<file path="config.mk">
export PLATFORM = sky130hd
export DESIGN_NAME = spi_evt_reader
export DESIGN_NICKNAME = d
export VERILOG_FILES = /design/src/rtl/spi_evt_reader.sv
export SDC_FILE = /design/constraint.sdc
export NUM_CORES = 1
export LEC_CHECK = 0
export CORE_MARGIN = 3
export CORE_UTILIZATION = 45
export DETAILED_ROUTE_END_ITERATION = 8
export GPL_TIMING_DRIVEN = 0
export PLACE_DENSITY = 0.68
export REMOVE_ABC_BUFFERS = 1
export SYNTH_ARGS = -nofsm -noshare
export SYNTH_HDL_FRONTEND = slang
export SYNTH_SLANG_ARGS = --single-unit
</file>
<file path="constraint.sdc">
create_clock -name clk -period 1.85 [get_ports clk]
set_input_delay 0.555 -clock clk [delete_from_list [all_inputs] [get_ports clk]]
set_output_delay 0.555 -clock clk [all_outputs]
set_load 0.05 [all_outputs]
</file>
<file path="src/rtl/spi_evt_reader.sv">
// SPI-slave transmit side of the event path: pops one event per chip-select frame
// and shifts {valid, data[, parity]} out on MISO, MSB first. Optional: SPI_EVT_PARITY_EN.
module spi_evt_reader #(
  parameter int unsigned WIDTH = 4
) (
  input  logic             clk,
  input  logic             resetn,
  input  logic             fifo_nempty,
  input  logic [WIDTH-1:0] fifo_data,
  output logic             fifo_pop,
  input  logic             spi_csn,
  input  logic             spi_sclk,
  output logic             spi_miso,
  output logic             spi_miso_oe,
  output logic             busy
);

`ifdef SPI_EVT_PARITY_EN
  localparam int unsigned FRAME = WIDTH + 2;
`else
  localparam int unsigned FRAME = WIDTH + 1;
`endif
  localparam int unsigned CW = $clog2(FRAME + 1);

  typedef enum logic [1:0] {IDLE, LOAD, SHIFT, DONE} state_t;

  state_t           state;
  logic [2:0]       csn_sync;
  logic [2:0]       sclk_sync;
  logic [FRAME-1:0] shreg;
  logic [CW-1:0]    cnt;
  logic [WIDTH:0]   evt_field;
  logic [FRAME-1:0] load_word;
  logic             csn_fall;
  logic             csn_rise;
  logic             sclk_fall;

  always_ff @(posedge clk or posedge resetn) begin
    if (resetn) begin
      csn_sync  <= '1;
      sclk_sync <= '0;
    end else begin
      csn_sync  <= {csn_sync[1:0], spi_csn};
      sclk_sync <= {sclk_sync[1:0], spi_sclk};
    end
  end

  assign csn_fall  = csn_sync[2] & ~csn_sync[1];
  assign csn_rise  = ~csn_sync[2] & csn_sync[1];
  assign sclk_fall = sclk_sync[2] & ~sclk_sync[1];

  // The pop strobe is high exactly during LOAD, so it doubles as the sampled valid bit.
  assign evt_field = fifo_pop ? {1'b1, fifo_data} : '0;

`ifdef SPI_EVT_PARITY_EN
  assign load_word = {evt_field, ~^evt_field};
`else
  assign load_word = evt_field;
`endif

  // MISO is the shift register MSB; the register is zeroed whenever not shifting.
  assign spi_miso    = shreg[FRAME-1];
  assign spi_miso_oe = ~csn_sync[1];
  assign busy        = (state == LOAD) || (state == SHIFT);

  always_ff @(posedge clk or posedge resetn) begin
    if (resetn) begin
      state    <= IDLE;
      fifo_pop <= 1'b0;
      shreg    <= '0;
      cnt      <= '0;
    end else begin
      fifo_pop <= 1'b0;
      case (state)
        IDLE: begin
          shreg <= '0;
          if (csn_fall) begin
            state    <= LOAD;
            fifo_pop <= fifo_nempty;
          end
        end
        LOAD: begin
          cnt <= '0;
          if (csn_rise) begin
            state <= IDLE;
            shreg <= '0;
          end else begin
            state <= SHIFT;
            shreg <= load_word;
          end
        end
        SHIFT: begin
          if (csn_rise) begin
            state <= IDLE;
            shreg <= '0;
          end else if (sclk_fall) begin
            shreg <= {shreg[FRAME-2:0], 1'b0};
            cnt   <= cnt + CW'(1);
            if (cnt == CW'(FRAME - 1)) begin
              state <= DONE;
            end
          end
        end
        DONE: begin
          shreg <= '0;
          if (csn_rise) begin
            state <= IDLE;
          end
        end
        default: begin
          state <= IDLE;
          shreg <= '0;
        end
      endcase
    end
  end

endmodule

</file>
== Yosys cells after proc, flatten, opt, wreduce, memory -nomap -nowiden ==
Index checks and enable logic that the tools add are counted.
Operators by class
  bitwise logic cells: 6
  equality and inequality tests: 10
  multiplexer cells: 17
  add/subtract/negate cells: 1
  reductions and logical operators: 6
Operator list (count)
  $mux W5: 4
  $pmux W5 S3: 1
  $mux W2: 6
  $ne A2 B2 Y1 const B: 4
  $pmux W2 S4: 1
  $mux W3: 2
  $pmux W3 S2: 1
  $eq A2 B2 Y1 const B: 2
  $reduce_and A4 Y1: 1
  $add A3 B1 Y3 const B: 1
  $and A1 B1 Y1: 3
  $eq A3 B3 Y1 const B: 1
  $ne A3 B2 Y1 const B: 1
  $ne A3 B3 Y1 const B: 1
  $not A1 Y1: 3
  $reduce_and A3 Y1: 1
  $eq A2 B1 Y1 const B: 1
  $logic_not A2 Y1: 1
  $mux W1: 2
  $reduce_bool A2 Y1: 1
  $reduce_or A2 Y1: 1
  $logic_or A1 B1 Y1: 1
Storage, ports and cells
  output and inout bits: 4
  flip-flop bits (word level): 17
  input bits: 9
  word-level logic and storage cells: 46

== Longest topological paths before layout ==
  word-level depth: 5
  depth in mapped cells: 6
  depth with buffers taken out: 6

== Worst setup path before layout ==
OpenSTA, ideal clock, no wires.
  path type: flip-flop to output port
  from: register state[1]
  to: output busy
  data required time: 1.295 ns
  path buffers: 0
  setup slack: 0.306 ns
  arrival: 0.989 ns
  cell stages (with the launch flop): 3
  path through: dfrtp_1 inv_1 ha_1
On the way
  cells in the longest elaborated chain, start to end: 2
  elaborated cells on any way between the ends: 3
  classes of those cells: eq/ne: 2; reduce/logical: 1
Ends and longest elaborated chain
  start, declared: line 27  | state_t state;
  start signal, assigned: line 68  | state <= IDLE;
  start signal, assigned: line 78  | state <= LOAD;
  start signal, assigned: line 85  | state <= IDLE;
  $eq A2 B1 Y1 or $eq A2 B2 Y1 (tied branches): line 64  | assign busy = (state == LOAD) || (state == SHIFT);
  $logic_or A1 B1 Y1 (*): line 64
  end, declared: line 15  | output logic busy
Mark *: on every way between the ends. The rest lies on a longest branch, timed or not.

== Worst setup path in the final report ==
  from: register state[0]
  to: output busy
Same word-level chain as after synthesis.

==> results_dict.tcl <==
set metrics [dict create \
    status "complete, no violations" \
    fillers 154 \
    grt_use_met1_pct 17.4 \
    first_pass_iters 4 \
    io_pins 13 \
    slew_headroom_pct 57.1 \
    start_util_pct 48.8 \
    netlist_top_cells_count "dfrtp_1 (14), ha_1 (7), inv_1 (6)" \
    slew_violations 0 \
    finalCritPeriodShare_pct 95.9 \
    root_buffer "clkbuf_4" \
    wl_mm 1.48 \
    path_class "reg2out" \
    p_int_uw 735 \
    drt_iter0_drc 8 \
    cap_violations 0 \
    cts_tree "done" \
    synth_seq_area_share_pct 49.4 \
    synth_seq_cells 17 \
    stdcell_count 112 \
    swShare_pct 39.2 \
    grt_pass1_vias 586 \
    num_antenna_cells 0 \
    yosys_most_used_dff "dfrtp_1" \
    overflow 0 \
    synthCells 72 \
    start_kind "flop" \
    drive_above_1_share_pct 23.0 \
    htreeDepth 1 \
    rsz0062_at_grt "false" \
    post-route-min-period_ps 1770 \
    avgRoutedWirePerCell_um 13.2 \
    async_flop_share_pct 100 \
    critPathRequiredTime_ps 1290 \
    die_w_um 50.0 \
    fin_skew_ps 6.15 \
    cp-end-kind "output pin" \
    via_count 589 \
    hold_viol_final 0 \
    yosysWarningCount 0 \
    post-synth-top-area-cell "dfrtp_1" \
    cts.sinks 17 \
    drtAntennaViolNets 0 \
    worst-path-max-fanout 4 \
    path_clk_slew_ps 100 \
    port_buffers 12 \
    hpwlAfterDp_mm 1.10 \
    pwr-share-comb_pct 44.6 \
    grt_usage_pct 13.5 \
    setup_ws_ps 76.5 \
    avgViaCountPerCell 5.26 \
    place_area_um2 1020 \
    clock_latency_ps 290 \
    globalRouteMet2Util_pct 20.9 \
    setup_violations 0 \
    worstMarginPinSlew_ps 643 \
    grtUsageMet3_pct 3.93 \
    pre_cts_ws_ps -248 \
    grt_first_pass_wirelength_mm 2.53 \
    cts_buffers 3 \
    ir_drop_mv 1.18 \
    fin_nets 104 \
    grt_max_degree 18 \
    cellLeakagePower_nw 0.542 \
    yosys.cell_types.count 28 \
    drc 0 \
    dieArea_um2 2500 \
    busiest_layer "met2" \
    yosysMostFrequentCell "dfrtp_1" \
    clockBufferDepth 2 \
    die_h_um 50.0 \
    synth_edf_count 0 \
    stdcell_area_um2 1040 \
    crit_arrival_ps 1220 \
    antenna_found_initial 0 \
    core_area_um2 1780 \
    final.setup.tns_ps 0 \
    synth_area_per_cell_um2 12.1 \
    syn-cell-area_um2 870 \
    rows 15 \
    synth_top_area_share_pct 40.3 \
    fin_util_pct 58.2 \
    min_path_type "reg2reg" \
    p_clk_share_pct 16.6 \
    power_frac_seq_pct 38.8 \
    post_cts_buffers 0 \
    fmax_mhz 564 \
    post-place-cells 108 \
    place.gp.congestion 0.722 \
    p_sw_uw 475 \
    p_per_area_nw_per_um2 1160 \
    area_growth_pct 19.4 \
    holdBufCountCts 0 \
    synth.area.top_cells "dfrtp_1 (40%), ha_1 (10%), dfstp_2 (9.1%)" \
]
-- routing by layer --
| layer | vias up | part of all wire [%] |
|---|---|---|
| li1 | 287 | - |
| met4 | 0 | 0 |
| met3 | 0 | 4.8 |
| met2 | 11 | 47 |
| met1 | 291 | 48 |
| met5 | - | 0 |
-- placed cells by master, fill, tap and decap left out, types with 2 or more instances in the layout --
cell type	synthesis	final
a21o_1	3	3
a22o_1	4	4
a32o_1	2	2
and3_1	2	2
clkbuf_4	0	3
clkdlybuf4s50_1	0	8
dfrtp_1	14	13
dfstp_2	3	3
dlygate4sd2_1	0	2
ha_1	7	7
inv_1	6	5
nand2_1	4	4
nand2b_4	2	2
nand3_1	3	3
nor2_1	5	5
nor2b_1	2	2
-- sequential cells by signal, summed over array words and instances (netlist names) --
name       flops
cnt            3
csn_sync       3
state          2
shreg          5
fifo_pop       1
sclk_sync      3
-- what timing repair did --
item / CTS / global route
resized for setup: 13 / 3
endpoints found under the hold margin: 0 / 0
endpoints found under the setup margin: 4 / 2
cloned: 0 / 0
-- path summary, 6_finish.rpt --
check	startpoint	endpoint	slack, ps	cells after the start
worst max-delay path	state[0]$_DFFE_PP0P_	busy	80	3
worst min-delay path	csn_sync[0]$_DFF_PP1_	csn_sync[1]$_DFF_PP1_	360	0
worst max register to register	state[0]$_DFFE_PP0P_	state[1]$_DFFE_PP0P_	160	5
worst min register to register	csn_sync[0]$_DFF_PP1_	csn_sync[1]$_DFF_PP1_	360	0
max in group asynchronous	resetn	state[1]$_DFFE_PP0P_	760	2
min in group asynchronous	resetn	shreg[0]$_DFFE_PP0P_	630	2
-- layout make-up --
cell class	instances	area (µm²)	area share, %
multi-input combinational	48	413	39.8
clock inverter	1	5.00	0.482
tap	25	31.3	3.01
sequential	17	430	41.4
timing repair buffer	12	114	11.0
inverter	6	22.5	2.17
clock buffer	3	22.5	2.17
-- logic make-up (layout without fill, tap and decap cells) --
| family | count (synthesis) | count (layout) | synth area share (%) |
|---|---|---|---|
| flip-flops | 17 | 17 | 49.4 |
| AND/OR/NAND/NOR | 23 | 23 | 17.6 |
| AO/OA/AOI/OAI | 16 | 16 | 17.0 |
| buffers and inverters | 7 | 22 | 3.16 |
| adder cells (fa/ha/maj) | 7 | 7 | 10.1 |
| multiplexers | 2 | 2 | 2.88 |
-- power by group through the flow --
| stage | registers, mW | clock network [mW] | logic [mW] |
|---|---|---|---|
| 2_1_floorplan | 0.477 | 0 | 0.407 |
| 3_3_place_gp | 0.470 | 0 | 0.523 |
| 3_5_place_dp | 0.474 | 0 | 0.532 |
| 4_1_cts | 0.466 | 0.210 | 0.527 |
| 5_1_grt | 0.478 | 0.228 | 0.596 |
| 6_report | 0.469 | 0.200 | 0.540 |
-- through the flow --
stage / power [mW] / hold WS (ps)
finish: 1.21 / 362
global route: 1.30 / 373
CTS: 1.20 / 362
detailed placement: 1.01 / 347
global placement: 0.993 / 333
floorplan: 0.884 / 331
-- worst max-delay path, cell delays in order (launching register included) --
cell     delay [ps]
dfrtp_1         400
inv_2            70
ha_1            300
buf_6           160
No activity file was read; power rests on OpenSTA's default activity.
